## src/rtl/tiled_sprite_anim.sv

```systemverilog
// tiled_sprite_anim: animated tiled background source with scroll, mirroring and a two-stage lookup
module tiled_sprite_anim #(
  parameter int X_OFFSET    = 0,
  parameter int Y_OFFSET    = 0,
  parameter int CANVAS_W    = 160,
  parameter int CANVAS_H    = 120,
  parameter int TW_LOG2     = 3,
  parameter int TH_LOG2     = 3,
  parameter int FR_LOG2     = 2,
  parameter int PAL_W       = 4,
  parameter int TRANSPARENT = 15,
  parameter int ANIM_PERIOD = 8
) (
  input  logic                                 clk,
  input  logic                                 rst,
  input  logic [9:0]                           x,
  input  logic [9:0]                           y,
  input  logic                                 frame_start,
  input  logic [TW_LOG2-1:0]                   scroll_x,
  input  logic [TH_LOG2-1:0]                   scroll_y,
  input  logic                                 mirror_x,
  input  logic                                 mirror_y,
  input  logic                                 anim_en,
  input  logic                                 wr_en,
  input  logic [FR_LOG2+TH_LOG2+TW_LOG2-1:0]   wr_addr,
  input  logic [PAL_W-1:0]                     wr_data,
  output logic [FR_LOG2-1:0]                   cur_frame,
  output logic [PAL_W-1:0]                     paletteIndex,
  output logic                                 valid
);
  localparam int AW = FR_LOG2 + TH_LOG2 + TW_LOG2;
  localparam int CW = ANIM_PERIOD > 1 ? $clog2(ANIM_PERIOD) : 1;
  logic [PAL_W-1:0]   mem [2**AW];
  logic [TW_LOG2-1:0] sx, col_raw, col;
  logic [TH_LOG2-1:0] sy, row_raw, row;
  logic               mx, my, inb, inb_s1;
  logic [CW-1:0]      cnt;
  logic [9:0]         xo, yo;
  logic [AW-1:0]      addr_s1;
  logic [PAL_W-1:0]   rd;
  // Stage-1 coordinate math: offset, bounds test, scrolled and mirrored tile position
  always_comb begin
    xo      = x + 10'(X_OFFSET);
    yo      = y + 10'(Y_OFFSET);
    inb     = ({1'b0, xo} < 11'(CANVAS_W)) && ({1'b0, yo} < 11'(CANVAS_H));
    col_raw = xo[TW_LOG2-1:0] + sx;
    row_raw = yo[TH_LOG2-1:0] + sy;
    col     = mx ? ~col_raw : col_raw;
    row     = my ? ~row_raw : row_raw;
  end
  assign rd = mem[addr_s1];
  // Shadow registers latch at frame_start; animation frame steps every ANIM_PERIOD frames
  always_ff @(posedge clk or posedge rst) begin
    if (rst) begin
      sx        <= '0;
      sy        <= '0;
      mx        <= 1'b0;
      my        <= 1'b0;
      cnt       <= '0;
      cur_frame <= '0;
    end else if (frame_start) begin
      sx <= scroll_x;
      sy <= scroll_y;
      mx <= mirror_x;
      my <= mirror_y;
      if (anim_en) begin
        cnt       <= (cnt == CW'(ANIM_PERIOD - 1)) ? '0 : cnt + 1'b1;
        cur_frame <= (cnt == CW'(ANIM_PERIOD - 1)) ? cur_frame + 1'b1 : cur_frame;
      end
    end
  end
  // Two-stage lookup: register address and bounds, then memory read and transparency test
  always_ff @(posedge clk or posedge rst) begin
    if (rst) begin
      addr_s1      <= '0;
      inb_s1       <= 1'b0;
      paletteIndex <= '0;
      valid        <= 1'b0;
    end else begin
      addr_s1      <= {cur_frame, row, col};
      inb_s1       <= inb;
      paletteIndex <= rd;
      valid        <= inb_s1 && (rd != PAL_W'(TRANSPARENT));
    end
  end
  // Pattern memory write port; a same-edge read sees the old contents
  always_ff @(posedge clk) begin
    if (wr_en) mem[wr_addr] <= wr_data;
  end
endmodule

```

## config.mk

```make
export PLATFORM = sky130hd
export DESIGN_NAME = tiled_sprite_anim
export DESIGN_NICKNAME = d
export VERILOG_FILES = /design/src/rtl/tiled_sprite_anim.sv
export SDC_FILE = /design/constraint.sdc
export NUM_CORES = 1
export LEC_CHECK = 0
export BUFFER_PORTS_ARGS = -buffer_cell sky130_fd_sc_hd__buf_4
export CORE_ASPECT_RATIO = 1.2
export CORE_MARGIN = 4
export CORE_UTILIZATION = 45
export DETAILED_ROUTE_END_ITERATION = 16
export HOLD_SLACK_MARGIN = 0.15
export PLACE_DENSITY = 0.64
export SLEW_MARGIN = 15
export SYNTH_ARGS = -nofsm -noshare
export SYNTH_HDL_FRONTEND = slang
export SYNTH_SLANG_ARGS = --single-unit
```

## constraint.sdc

```tcl
create_clock -name clk -period 2.86 [get_ports clk]
set_input_delay 0.143 -clock clk [delete_from_list [all_inputs] [get_ports clk]]
set_output_delay 0.143 -clock clk [all_outputs]
set_load 0.005 [all_outputs]
```

Word-level counts from Yosys, hierarchy flattened --
Memories as Yosys holds them, arrays and structs flattened. Index checks and enable logic that the tools add are counted.
Operators by class: add/sub/neg operators 4, magnitude comparators 2, eq/ne operators 2, mux-type cells 5, bitwise gates (word level) 2, reduce and logical (&&, ||, !) cells 4
Operators with widths (count):
- $lt 10x7->1 const B | 1
- $lt 10x8->1 const B | 1
- $mux 3 | 3
- $add 3x3->3 | 2
- $not 3->3 | 2
- $ne 4x4->1 const B | 1
- $add 3x1->3 const B | 1
- $eq 3x3->1 const B | 1
- $reduce_and 3->1 | 1
- $add 2x1->2 const B | 1
- $logic_and 1x1->1 | 2
- $mux 1 | 2
- $reduce_and 2->1 | 1
Storage, ports and cells: flip-flop bits (word level) 27, bits in writable memories 1024, output and inout bits 7, logic and storage cells 30, memories 1
Memory list:
- mem | depth 256, bits a word 4, rd ports 1, clocked after memory_dff 0, wr ports 1, line 33 | logic [PAL_W-1:0] mem [2**AW];

Logic depth before layout (Yosys ltp) --
depth after elaboration 3, depth in mapped cells 13, mapped depth without buffers 7

Least setup slack after synthesis --
Ideal clock, no wire load.
path kind reg-to-reg, start point register addr_s1[0], end point register valid, library setup time 0.084 ns, data arrival time 2.567 ns, required time 2.776 ns, setup slack 0.210 ns, stages on the path, launching flop included 10, cells stage by stage dfrtp_1 -> buf_6 -> buf_4 -> buf_4 -> buf_2 -> mux4_2 -> a221oi_1 -> a211oi_1 -> a311o_1 -> a41oi_2
Between the ends: word-level cells in the longest chain between the ends 3
RTL lines:
- start, declared | line 39 | logic [AW-1:0] addr_s1;
- start signal, assigned | line 80 | addr_s1 <= {cur_frame, row, col};
- $mem_v2 256x4
- named net rd[0] | line 40 | logic [PAL_W-1:0] rd;
- $ne 4x4->1 | line 83 | valid <= inb_s1 && (rd != PAL_W'(TRANSPARENT));
- $logic_and 1x1->1 | line 83
- end signal, assigned | line 83
- end, declared | line 29 | output logic valid
The timed path passes the listed nets, and every way through them passes these cells. A chain may end at the register's enable or synchronous reset.

Worst setup path in the final report --
Same ends and word-level chain as after synthesis.

==> flow_results.xml <==
<?xml version="1.0" encoding="UTF-8"?>
<metrics>
  <group name="status">
    <metric name="outcome" unit="">complete, but fails checks</metric>
    <metric name="violations" unit="">negative setup slack</metric>
  </group>
  <group name="sta">
    <metric name="postLayoutSetupSlackWorst" unit="ps">-267</metric>
    <metric name="min_period" unit="ps">3130</metric>
    <metric name="worst-slew-pin-transition" unit="ps">1080</metric>
    <metric name="rsz0062_at_grt" unit="">yes</metric>
    <metric name="maxSlewHeadroom" unit="%">27.3</metric>
    <metric name="final-hold-violation-count" unit="">0</metric>
    <metric name="slew_viol_final" unit="">0</metric>
    <metric name="finClkSkew" unit="ps">29.3</metric>
    <metric name="setup_viol_count_final" unit="">5</metric>
    <metric name="timing.hold.ws" unit="ps">250</metric>
    <metric name="fmax" unit="MHz">320</metric>
    <metric name="timing.final.crit_share" unit="%">109</metric>
  </group>
  <group name="detailed_routing">
    <metric name="route.final.wire_length" unit="µm">103000</metric>
    <metric name="remaining_drc_errors" unit="">0</metric>
    <metric name="firstDrtPassIters" unit="">6</metric>
    <metric name="routed_len_inst" unit="µm">28.1</metric>
    <metric name="detail_route.iter0.violations" unit="">2441</metric>
    <metric name="antenna_violating_nets_post_route" unit="">0</metric>
    <metric name="via_per_inst" unit="">5.85</metric>
    <metric name="route.vias.total" unit="">21500</metric>
  </group>
  <group name="logic_synthesis">
    <metric name="synth-warning-count" unit="">0</metric>
    <metric name="ys_dominant_reg_cell" unit="">edfxtp_1</metric>
    <metric name="synth-compound-area-share" unit="%">2.30</metric>
    <metric name="synth_seq_area_share" unit="%">75.5</metric>
    <metric name="synth_async_sr_flop_share" unit="%">2.57</metric>
    <metric name="synth_adder_area_share" unit="%">0.216</metric>
    <metric name="muxShareOfSynthArea" unit="%">15.6</metric>
    <metric name="synth_top_family_by_area" unit="">multiplexers</metric>
    <metric name="synth_cell_type_count" unit="">56</metric>
    <metric name="netlist_area_pre_place" unit="µm²">41600</metric>
    <metric name="yosys.area_share.xor_xnor" unit="%">0.252</metric>
    <metric name="synth_enable_flop_cells" unit="">1024</metric>
    <metric name="synth-seq-cells" unit="">1051</metric>
    <metric name="post_synth_and_or_nand_nor_area_fraction" unit="%">4.51</metric>
    <metric name="synthesis.area_per_instance" unit="µm²">19.7</metric>
    <metric name="synthesis.nets" unit="">2166</metric>
    <metric name="cell_count_after_synthesis" unit="">2115</metric>
  </group>
  <group name="cts">
    <metric name="cts_buffers" unit="">100</metric>
    <metric name="clk_path_buf_depth" unit="">3</metric>
    <metric name="tritoncts" unit="">done</metric>
    <metric name="cts.sinks" unit="">1051</metric>
    <metric name="cts_max_level" unit="">3</metric>
    <metric name="worstSkewPairLatency" unit="ps">680</metric>
    <metric name="clock-root-buffer" unit="">clkbuf_16</metric>
    <metric name="cts.clk_slew.worst_paths" unit="ps">60</metric>
  </group>
  <group name="worst_hold_path">
    <metric name="classification_of_the_worst_slack_hold_path" unit="">input pin to flop</metric>
    <metric name="hold_path_end" unit="">mem[227][3]</metric>
    <metric name="holdCritStartpoint" unit="">wr_addr[6]</metric>
    <metric name="min_path_cells" unit="">4</metric>
  </group>
  <group name="floorplanning">
    <metric name="die_h" unit="µm">341</metric>
    <metric name="chipWidth" unit="µm">286</metric>
    <metric name="die_area" unit="µm²">97500</metric>
    <metric name="fp.coreArea" unit="µm²">91300</metric>
    <metric name="fp-row-count" unit="">121</metric>
    <metric name="floorplan.initialDensity" unit="%">45.6</metric>
    <metric name="boundaryPins" unit="">52</metric>
  </group>
  <group name="worst_setup_path">
    <metric name="worst-r2r-setup-slack" unit="ps">-270</metric>
    <metric name="number_of_cells_traversed_by_the_worst_register_to_register_path" unit="">11</metric>
    <metric name="path_class" unit="">flop to flop</metric>
    <metric name="critPathRequiredTime" unit="ps">3460</metric>
    <metric name="path_delay_family" unit="">multiplexers</metric>
    <metric name="timing.critical_path.slowest_stage_cell" unit="">dfrtp_4</metric>
    <metric name="critPathCaptureType" unit="">flop</metric>
    <metric name="timing.critical_path.from_type" unit="">flop</metric>
    <metric name="timing.rr.end" unit="">valid</metric>
    <metric name="critical_path.cell_chain" unit="">buf_12 -&gt; buf_12 -&gt; clkbuf_16 -&gt; buf_6 -&gt; mux4_2 -&gt; mux4_2 -&gt; nand2_1 -&gt; nand4_1 -&gt; o31a_1 -&gt; a311o_1 -&gt; a41oi_2</metric>
    <metric name="critical_path.max_fanout" unit="">5</metric>
    <metric name="worstReg2RegStart" unit="">addr_s1[0]</metric>
    <metric name="timing.critical_path.depth" unit="">11</metric>
    <metric name="cp.buffers_inverters" unit="">4</metric>
    <metric name="max_stage_delay" unit="ps">530</metric>
    <metric name="arrival" unit="ps">3730</metric>
  </group>
  <group name="pwr">
    <metric name="lkg_pwr" unit="nW">15.5</metric>
    <metric name="comb_power_share" unit="%">21.5</metric>
    <metric name="pwr-share-seq" unit="%">45.0</metric>
    <metric name="netSwitchingPower" unit="mW">10.1</metric>
    <metric name="power" unit="mW">38.4</metric>
    <metric name="power_density" unit="nW/µm²">790</metric>
    <metric name="cell_internal_pwr" unit="mW">28.3</metric>
    <metric name="p_clk_share" unit="%">33.5</metric>
    <metric name="worst_supply_voltage_drop_on_vdd" unit="V">0.000453</metric>
    <metric name="switching_share" unit="%">26.2</metric>
  </group>
  <group name="finish">
    <metric name="final_common_cell" unit="">edfxtp_1</metric>
    <metric name="design.final.nets" unit="">2410</metric>
    <metric name="area.growth.synth_to_final" unit="%">16.7</metric>
    <metric name="drive_above_1_share" unit="%">27.5</metric>
    <metric name="layout.cells.most_common_list" unit="">edfxtp_1 (1024), nor2_1 (288), mux4_2 (248)</metric>
    <metric name="layoutNonFillerInstCount" unit="">3675</metric>
    <metric name="nFillCells" unit="">6948</metric>
  </group>
  <group name="grt">
    <metric name="grtUsageTotal" unit="%">21.1</metric>
    <metric name="global_route_wire_length_before_repair" unit="µm">152000</metric>
    <metric name="number_of_antenna_violations_at_the_first_check_in_global_routing" unit="">1</metric>
    <metric name="grt_max_degree" unit="">113</metric>
    <metric name="vias_in_the_first_global_route" unit="">22600</metric>
    <metric name="global_route_total_overflow" unit="">0</metric>
  </group>
  <group name="place">
    <metric name="placed_cells" unit="">3428</metric>
    <metric name="place_hpwl" unit="µm">66000</metric>
    <metric name="io_buffers" unit="">49</metric>
    <metric name="place_congestion" unit="">0.844</metric>
  </group>
  <group name="run">
    <metric name="maxCapViolCount" unit="">0</metric>
  </group>
</metrics>
[stage by stage]
stage | worst slack [ps] | utilization [%] | TNS (ps) | area (µm²)
finish | -267 | 53.2 | -773 | 48600
global route | -249 | 53.2 | -789 | 48600
CTS | -138 | 52.8 | -308 | 48200
detailed placement | -190 | 48.7 | -476 | 44500
global placement | -206 | 48.7 | -552 | 44500
floorplan | 210 | - | 0 | 41600
[final cells by class]
cell class / count / area [µm²] / area share [%]
well taps: 1230 / 1540 / 3.17
inverters: 5 / 18.8 / 0.0386
clock inverters: 61 / 533 / 1.10
flip-flops and latches: 1051 / 31400 / 64.7
repair buffers: 270 / 2770 / 5.70
multi-input cells: 931 / 9660 / 19.9
diodes: 3 / 7.51 / 0.0154
clock buffers: 124 / 2630 / 5.42
[routing by layer]
metal | vias up | routed length, µm | global-route usage (%)
met2 | 904 | 53900 | 36.7
li1 | 9107 | - | -
met3 | 183 | 7220 | 3.36
met5 | - | 0 | 0
met1 | 11300 | 38900 | 27.1
met4 | 0 | 3510 | 7.30
[tightest hold or removal path, stage by stage]
cell and delay, ps:
buf_4 150, nand3_1 70, buf_4 230, nor2_1 140
[flip-flops by register name (all words and copies together) (netlist names)]
name,cells
addr_s1,8
cnt,3
cur_frame,2
inb_s1,1
mem,1024
mx,1
my,1
paletteIndex,4
sx,3
sy,3
valid,1
[power groups by stage]
stage | logic (mW) | clock network (mW) | registers, mW
after floorplan | 4.62 | 0 | 17.4
after global placement | 7.52 | 0 | 17.6
after detailed placement | 7.61 | 0 | 17.6
after CTS | 7.83 | 13.1 | 17.3
after global routing | 8.67 | 13.8 | 17.3
final | 8.24 | 12.9 | 17.3
[worst max path at each step]
| stage | start | to |
|---|---|---|
| 6_report | addr_s1[0] | valid |
| 4_1_cts | addr_s1[0] | valid |
| 3_5_place_dp | addr_s1[0] | valid |
| 5_1_grt | addr_s1[0] | valid |
| 2_1_floorplan | addr_s1[0] | valid |
| 3_3_place_gp | addr_s1[0] | valid |
[cells in the mapped netlist (9+ instances only)]
cell | instances | area [µm²]
a21oi_1 | 19 | 95.1
buf_1 | 13 | 48.8
nand2_1 | 44 | 165
nor2_1 | 288 | 1080
mux2_2 | 22 | 248
nor3_1 | 9 | 45.0
buf_4 | 14 | 105
a22oi_1 | 30 | 225
edfxtp_1 | 1024 | 30700
nand2b_1 | 14 | 87.6
a31oi_1 | 9 | 56.3
dfrtp_1 | 27 | 676
mux4_2 | 248 | 5590
o21ai_0 | 20 | 100
mux2i_1 | 68 | 681
buf_6 | 13 | 146
clkbuf_1 | 67 | 251
nor2b_1 | 17 | 106
nand4_1 | 14 | 87.6
o22ai_1 | 12 | 75.1
buf_2 | 21 | 105
o221ai_1 | 11 | 96.3
nand3_1 | 37 | 185
[kinds of logic (layout without fill, tap and decap cells)]
| kind of cell | Yosys count | in the layout |
|---|---|---|
| buffers and inverters | 133 | 460 |
| muxes | 338 | 338 |
| AOI/OAI and AO/OA | 136 | 136 |
| DFF | 1051 | 1051 |
| other | 0 | 3 |
| adders and majority gates | 6 | 6 |
| xor gates and xnor gates | 12 | 12 |
| and+or+nand+nor | 439 | 439 |
[repair_timing]
action / in CTS / in global routing
gates resized for setup: 11 / 33
endpoints found under the setup margin: 5 / 5
pin swaps: 1 / 12
setup buffers: 0 / 10
endpoints found under the hold margin: 326 / 0
hold buffers: 41 / 0
cloned: 2 / 6
Power figures use the tool's default switching activity.
